**src/rtl/systolic_feeder_pkg.sv**
```systemverilog
// systolic_feeder_pkg: shared array sizing, feeder FSM states and lane helper.
// No ports; imported by systolic_feeder and feeder_operand_buf.
package systolic_feeder_pkg;

  localparam int ARR_SIZE_DEF = 4;
  localparam int HBW_DEF      = 16;

  typedef enum logic [2:0] {
    IDLE,
    LOAD,
    FEED,
    DRAIN,
    DONE
  } state_e;

  // Low bit of lane `lane` in a packed bus of `bw`-bit lanes.
  function automatic int unsigned lane_lsb(
    input int unsigned lane,
    input int unsigned bw
  );
    return lane * bw;
  endfunction

endpackage

```
**src/rtl/feeder_operand_buf.sv**
```systemverilog
// feeder_operand_buf: K_MAX-deep operand store, one write port, ARR_SIZE read ports.
// Ports: clk, we/wr_addr/wr_a/wr_b write side; rd_idx per lane -> rd_a/rd_b (comb).
module feeder_operand_buf
  import systolic_feeder_pkg::*;
#(
  parameter int ARR_SIZE = ARR_SIZE_DEF,
  parameter int HBW      = HBW_DEF,
  parameter int K_MAX    = 16,
  localparam int AW      = $clog2(K_MAX),
  localparam int VW      = ARR_SIZE * HBW
) (
  input  logic                         clk,
  input  logic                         we,
  input  logic [AW-1:0]                wr_addr,
  input  logic [VW-1:0]                wr_a,
  input  logic [VW-1:0]                wr_b,
  input  logic [ARR_SIZE-1:0][AW-1:0]  rd_idx,
  output logic [VW-1:0]                rd_a,
  output logic [VW-1:0]                rd_b
);

  logic [VW-1:0] a_q [K_MAX];
  logic [VW-1:0] a_d [K_MAX];
  logic [VW-1:0] b_q [K_MAX];
  logic [VW-1:0] b_d [K_MAX];

  always_comb begin
    a_d = a_q;
    b_d = b_q;
    if (we) begin
      a_d[wr_addr] = wr_a;
      b_d[wr_addr] = wr_b;
    end
  end

  always_ff @(posedge clk) begin
    a_q <= a_d;
    b_q <= b_d;
  end

  // Each read port returns only its own lane of the addressed beat.
  always_comb begin
    rd_a = '0;
    rd_b = '0;
    for (int i = 0; i < ARR_SIZE; i++) begin
      rd_a[lane_lsb(i, HBW) +: HBW] =
        a_q[rd_idx[i]][lane_lsb(i, HBW) +: HBW];
      rd_b[lane_lsb(i, HBW) +: HBW] =
        b_q[rd_idx[i]][lane_lsb(i, HBW) +: HBW];
    end
  end

endmodule

```
**src/rtl/systolic_feeder.sv**
```systemverilog
// systolic_feeder: loads a tile of A/B beats, replays them skewed (lane i late by i).
// Ports: s_* load handshake; o_horizontal/o_vertical/o_mode/o_feed_valid to array; busy, done.
module systolic_feeder
  import systolic_feeder_pkg::*;
#(
  parameter int ARR_SIZE      = ARR_SIZE_DEF,
  parameter int HORIZONTAL_BW = HBW_DEF,
  parameter int K_MAX         = 16,
  parameter int DRAIN_CYCLES  = 8,
  localparam int VW           = ARR_SIZE * HORIZONTAL_BW
) (
  input  logic          clk,
  input  logic          rst,
  input  logic          cfg_mode,
  input  logic          s_valid,
  output logic          s_ready,
  input  logic [VW-1:0] s_a_vec,
  input  logic [VW-1:0] s_b_vec,
  input  logic          s_last,
  output logic [VW-1:0] o_horizontal,
  output logic [VW-1:0] o_vertical,
  output logic          o_mode,
  output logic          o_feed_valid,
  output logic          busy,
  output logic          done
);

  localparam int AW = $clog2(K_MAX);
  localparam int KW = $clog2(K_MAX + 1);
  localparam int CW = $clog2(K_MAX + ARR_SIZE + DRAIN_CYCLES + 1);
  localparam int HB = HORIZONTAL_BW;

  state_e        state_q, state_d;
  logic [AW-1:0] wr_ptr_q, wr_ptr_d;
  logic [KW-1:0] k_q, k_d;
  logic [CW-1:0] cnt_q, cnt_d;
  logic          mode_q, mode_d;
  logic [VW-1:0] hor_q, hor_d;
  logic [VW-1:0] ver_q, ver_d;
  logic          fv_q, fv_d;

  logic                        accept;
  logic                        last_beat;
  logic [ARR_SIZE-1:0][AW-1:0] rd_idx;
  logic [ARR_SIZE-1:0]         lane_on;
  logic [VW-1:0]               rd_a, rd_b;

  assign s_ready      = (state_q == IDLE || state_q == LOAD) && !rst;
  assign accept       = s_valid && s_ready;
  assign last_beat    = s_last || (wr_ptr_q == AW'(K_MAX - 1));
  assign busy         = (state_q != IDLE);
  assign done         = (state_q == DONE);
  assign o_horizontal = hor_q;
  assign o_vertical   = ver_q;
  assign o_mode       = mode_q;
  assign o_feed_valid = fv_q;

  feeder_operand_buf #(
    .ARR_SIZE (ARR_SIZE),
    .HBW      (HORIZONTAL_BW),
    .K_MAX    (K_MAX)
  ) u_buf (
    .clk     (clk),
    .we      (accept),
    .wr_addr (wr_ptr_q),
    .wr_a    (s_a_vec),
    .wr_b    (s_b_vec),
    .rd_idx  (rd_idx),
    .rd_a    (rd_a),
    .rd_b    (rd_b)
  );

  // During FEED cnt_q is the step t; lane i shows beat t-i when in range.
  always_comb begin
    rd_idx  = '0;
    lane_on = '0;
    for (int i = 0; i < ARR_SIZE; i++) begin
      lane_on[i] = (cnt_q >= CW'(i)) &&
                   ((cnt_q - CW'(i)) < CW'(k_q));
      rd_idx[i]  = AW'(cnt_q - CW'(i));
    end
  end

  always_comb begin
    state_d  = state_q;
    wr_ptr_d = wr_ptr_q;
    k_d      = k_q;
    cnt_d    = cnt_q;
    mode_d   = mode_q;
    hor_d    = '0;
    ver_d    = '0;
    fv_d     = 1'b0;
    unique case (state_q)
      IDLE, LOAD: begin
        if (accept) begin
          wr_ptr_d = wr_ptr_q + AW'(1);
          state_d  = LOAD;
          if (state_q == IDLE) mode_d = cfg_mode;
          if (last_beat) begin
            k_d      = KW'(wr_ptr_q) + KW'(1);
            wr_ptr_d = '0;
            cnt_d    = '0;
            state_d  = FEED;
          end
        end
      end
      FEED: begin
        fv_d  = 1'b1;
        cnt_d = cnt_q + CW'(1);
        for (int i = 0; i < ARR_SIZE; i++) begin
          if (lane_on[i]) begin
            hor_d[lane_lsb(i, HB) +: HB] = rd_a[lane_lsb(i, HB) +: HB];
            ver_d[lane_lsb(i, HB) +: HB] = rd_b[lane_lsb(i, HB) +: HB];
          end
        end
        if (cnt_q == CW'(k_q) + CW'(ARR_SIZE - 2)) begin
          cnt_d   = '0;
          state_d = DRAIN;
        end
      end
      DRAIN: begin
        // The last feed step is still on the bus during cnt_q==0,
        // so zeros are shown for cnt_q 1..DRAIN_CYCLES.
        cnt_d = cnt_q + CW'(1);
        if (cnt_q == CW'(DRAIN_CYCLES)) begin
          cnt_d   = '0;
          state_d = DONE;
        end
      end
      DONE: begin
        cnt_d    = '0;
        wr_ptr_d = '0;
        state_d  = IDLE;
      end
      default: state_d = IDLE;
    endcase
  end

  always_ff @(posedge clk) begin
    if (rst) begin
      state_q  <= IDLE;
      wr_ptr_q <= '0;
      k_q      <= '0;
      cnt_q    <= '0;
      mode_q   <= 1'b0;
      hor_q    <= '0;
      ver_q    <= '0;
      fv_q     <= 1'b0;
    end else begin
      state_q  <= state_d;
      wr_ptr_q <= wr_ptr_d;
      k_q      <= k_d;
      cnt_q    <= cnt_d;
      mode_q   <= mode_d;
      hor_q    <= hor_d;
      ver_q    <= ver_d;
      fv_q     <= fv_d;
    end
  end

endmodule
```
**config.mk**
```make
export PLATFORM = sky130hd
export DESIGN_NAME = systolic_feeder
export DESIGN_NICKNAME = d
export VERILOG_FILES = /design/src/rtl/systolic_feeder_pkg.sv /design/src/rtl/feeder_operand_buf.sv /design/src/rtl/systolic_feeder.sv
export SDC_FILE = /design/constraint.sdc
export NUM_CORES = 2
export LEC_CHECK = 0
export ABC_CLOCK_PERIOD_IN_PS = 13700
export CAP_MARGIN = 20
export CORE_MARGIN = 2
export CORE_UTILIZATION = 34
export CTS_CLUSTER_SIZE = 30
export DETAILED_ROUTE_END_ITERATION = 12
export HOLD_SLACK_MARGIN = 0.12
export SETUP_SLACK_MARGIN = 0.15
export SYNTH_ARGS = -nofsm -noshare
export SYNTH_HDL_FRONTEND = slang
export SYNTH_SLANG_ARGS = --single-unit
export TNS_END_PERCENT = 10
```
**constraint.sdc**
```tcl
create_clock -name clk -period 13.7 [get_ports clk]
set_clock_uncertainty 0.2 [all_clocks]
set_input_delay 2.74 -clock clk [delete_from_list [all_inputs] [get_ports clk]]
set_output_delay 2.74 -clock clk [all_outputs]
set_load 0.005 [all_outputs]
```
==> results.tsv <==
metric	value	unit
busiest_layer	met2	
cp-startpoint	rst	
firstDrtPassIters	7	
relSlewSlack	25.4	%
path_max_fanout	18	
route.detailed.drc	0	
dp.cells	6870	
finalSetupViolCount	0	
fp.dieW	496	µm
synth_area	82400	µm²
numCtsBuffers	210	
rsz0062_at_grt	false	
hp-start	o_mode$_SDFFE_PP0P_	
finalHoldViolations	0	
cp_cell_sequence	clkdlybuf4s50_1 > nor3_1 > clkdlybuf4s50_1	
syn_to_final_growth	16.2	%
wl_per_cell	27.0	µm
drive_gt1_share	25.4	%
ys_top_cells_by_area	edfxtp_1 75%, mux4_2 17%, dfxtp_1 3.6%, nand2_1 0.81%, a21oi_1 0.49%	
maxSlewViolCount	0	
synth-async-reset-ratio	0	%
nets	4061	
cts_tree	built	
dieArea	246000	µm²
cp-end-kind	output pin	
cts-resized-gates	0	
clkTransAtPathRegs	0.06	ns
ys_warn_count	0	
leakage	28.8	nW
synth-seq-area-share	78.2	%
hold_buffers	0	
drt_iter0_drc	3675	
initial_core_util	34.2	%
hold_path.class	flop to flop	
pre_cts_ws	6.25	ns
max_slew.worst_pin.slew	1.12	ns
layout_setup_ws	6.28	ns
coreArea	241000	µm²
irDropWorstVdd	0.133	mV
fmax	135	MHz
cts_sinks	2195	
grt_max_degree	140	
hold_slack	0.297	ns
powerDensity	149	nW/µm²
power	14.3	mW
cp_data_required_time	10.76	ns
io_buffers	265	
global_route.usage.met3	3.11	%
antenna_found_initial	52	
ant_nets	0	
synth_edf_count	2048	
outcome	complete, no violations	
met1_usage	20.9	%
tns	0	ns
vias	37400	
drv_cap	0	
clock-root-buffer	clkbuf_16	
synthTopCellsByCount	2048 x edfxtp_1, 608 x mux4_2, 177 x nand2_1, 147 x dfxtp_1, 89 x clkbuf_1	
synth_top_area_cell	edfxtp_1	
ys_ff_latch	2195	
period_minus_slack	7.42	ns
gp_congestion	0.717	
slowest_delay	0.77	ns
synthDistinctLibCells	44	
crit_type	input pin to output pin	
startpoint_type	input pin	
avgSynthCellArea	23.3	µm²
postCtsSetupRepairBufs	0	
finalNonFillerCells	7277	
wl	197000	µm
post-route-period-util	54.1	%
post-dp-hpwl	101000	µm
routed_via_density	5.14	
grtUsageMet2	26.8	%
ys_dominant_reg_cell	edfxtp_1	
io_pins	266	
syn_inst	3544	
htreeDepth	4	
grt_use_total	15.8	%
yosysMostFrequentCell	edfxtp_1	
grt-ovfl-total	0	
clock_path_buffers	3	
die_y	496	µm
r2r_start	cnt_q[0]$_SDFFE_PP0P_	
cp_common_cell	clkdlybuf4s50_1	
grt_pass1_wl	281000	µm
worst_path_max_delay_cell	clkdlybuf4s50_1	
clk_latency	0.83	ns
grt_pass1_vias	39100	
yosysTopAreaCellShare	74.6	%
rows	180	
arrival	4.48	ns
syn-num-nets	3708	
## power breakdown
group	leakage, nW	switching (mW)	internal (mW)
sequential	19.6	0.0284	7.36
clock	3.30	2.49	3.24
combinational	5.86	0.598	0.593
## final cells by class
type | instances | area [µm²]
Sequential cell | 2195 | 64500
Clock buffer | 302 | 5820
Fill cell | 21000 | 145000
Multi-Input combinational cell | 1143 | 17100
Timing Repair Buffer | 331 | 3340
Inverter | 16 | 60.1
Antenna cell | 11 | 27.5
Tap cell | 3185 | 3990
Clock inverter | 94 | 1000
## cell families (layout without fill, tap and decap cells)
family	count (synthesis)	after routing	share of synthesized area [%]
xor+xnor	14	14	0.158
other cells	0	11	0
fa+ha+maj	31	31	0.471
flops	2195	2195	78.2
compound gates	112	112	0.786
simple gates	376	376	2.44
buf+inv	206	743	1.32
mux	610	610	16.6
## through the flow
stage	cell area [µm²]	utilization, %
2_1_floorplan	82400	-
5_1_grt	95800	39.8
3_3_place_gp	88900	36.9
3_5_place_dp	88900	36.9
6_report	95800	39.8
4_1_cts	95800	39.8
## cell usage in the layout, fill, tap and decap left out, types with 4 or more instances in the layout
master / synthesis / final
buf_4: 45 / 51
diode_2: 0 / 11
ha_1: 31 / 29
clkbuf_8: 0 / 16
dfxtp_4: 0 / 4
bufinv_16: 0 / 14
buf_12: 0 / 15
nor3b_2: 29 / 29
nor2b_1: 38 / 38
clkinv_1: 0 / 28
xnor2_1: 6 / 5
o21a_1: 10 / 7
nor2_4: 0 / 12
nor3b_1: 37 / 37
nor3_1: 42 / 38
nand2_1: 177 / 176
dfxtp_1: 147 / 143
nor2_1: 34 / 22
nor3_2: 0 / 4
nand3_1: 5 / 5
edfxtp_1: 2048 / 2048
inv_1: 16 / 15
nand2b_1: 6 / 6
mux4_2: 608 / 608
a21oi_1: 80 / 80
clkbuf_1: 89 / 73
xor2_1: 7 / 5
inv_6: 0 / 4
clkdlybuf4s50_1: 0 / 265
clkinv_2: 0 / 26
clkbuf_16: 0 / 213
clkinvlp_4: 0 / 8
## registers in the layout, summed over array words and instances (netlist names)
| register | count |
|---|---|
| cnt_q | 5 |
| k_q | 5 |
| o_feed_valid | 1 |
| o_horizontal | 64 |
| o_mode | 1 |
| o_vertical | 64 |
| state_q | 3 |
| u_buf.a_q | 1024 |
| u_buf.b_q | 1024 |
| wr_ptr_q | 4 |
## critical path, delay by kind of cell
family	cells	cell delay (ns)
simple gates	1	0.39
buf+inv	2	1.35
## layer usage
layer | vias to the layer above | part of all wire (%) | wire length [µm]
met2 | 1129 | 51 | 99300
met4 | 34 | 1.9 | 3800
met1 | 20400 | 42 | 81900
met3 | 289 | 5.8 | 11400
li1 | 15600 | - | -
met5 | - | 0.11 | 212
## path summary, 6_finish.rpt
kind,end,slack [ns],depth (start not counted)
worst min-delay path,o_mode$_SDFFE_PP0P_,0.30,2
worst max register to register,o_horizontal[22]$_SDFF_PP0_,8.34,7
worst min register to register,o_mode$_SDFFE_PP0P_,0.30,2
worst max-delay path,s_ready,6.28,3
No activity file was read; power rests on OpenSTA's default activity.
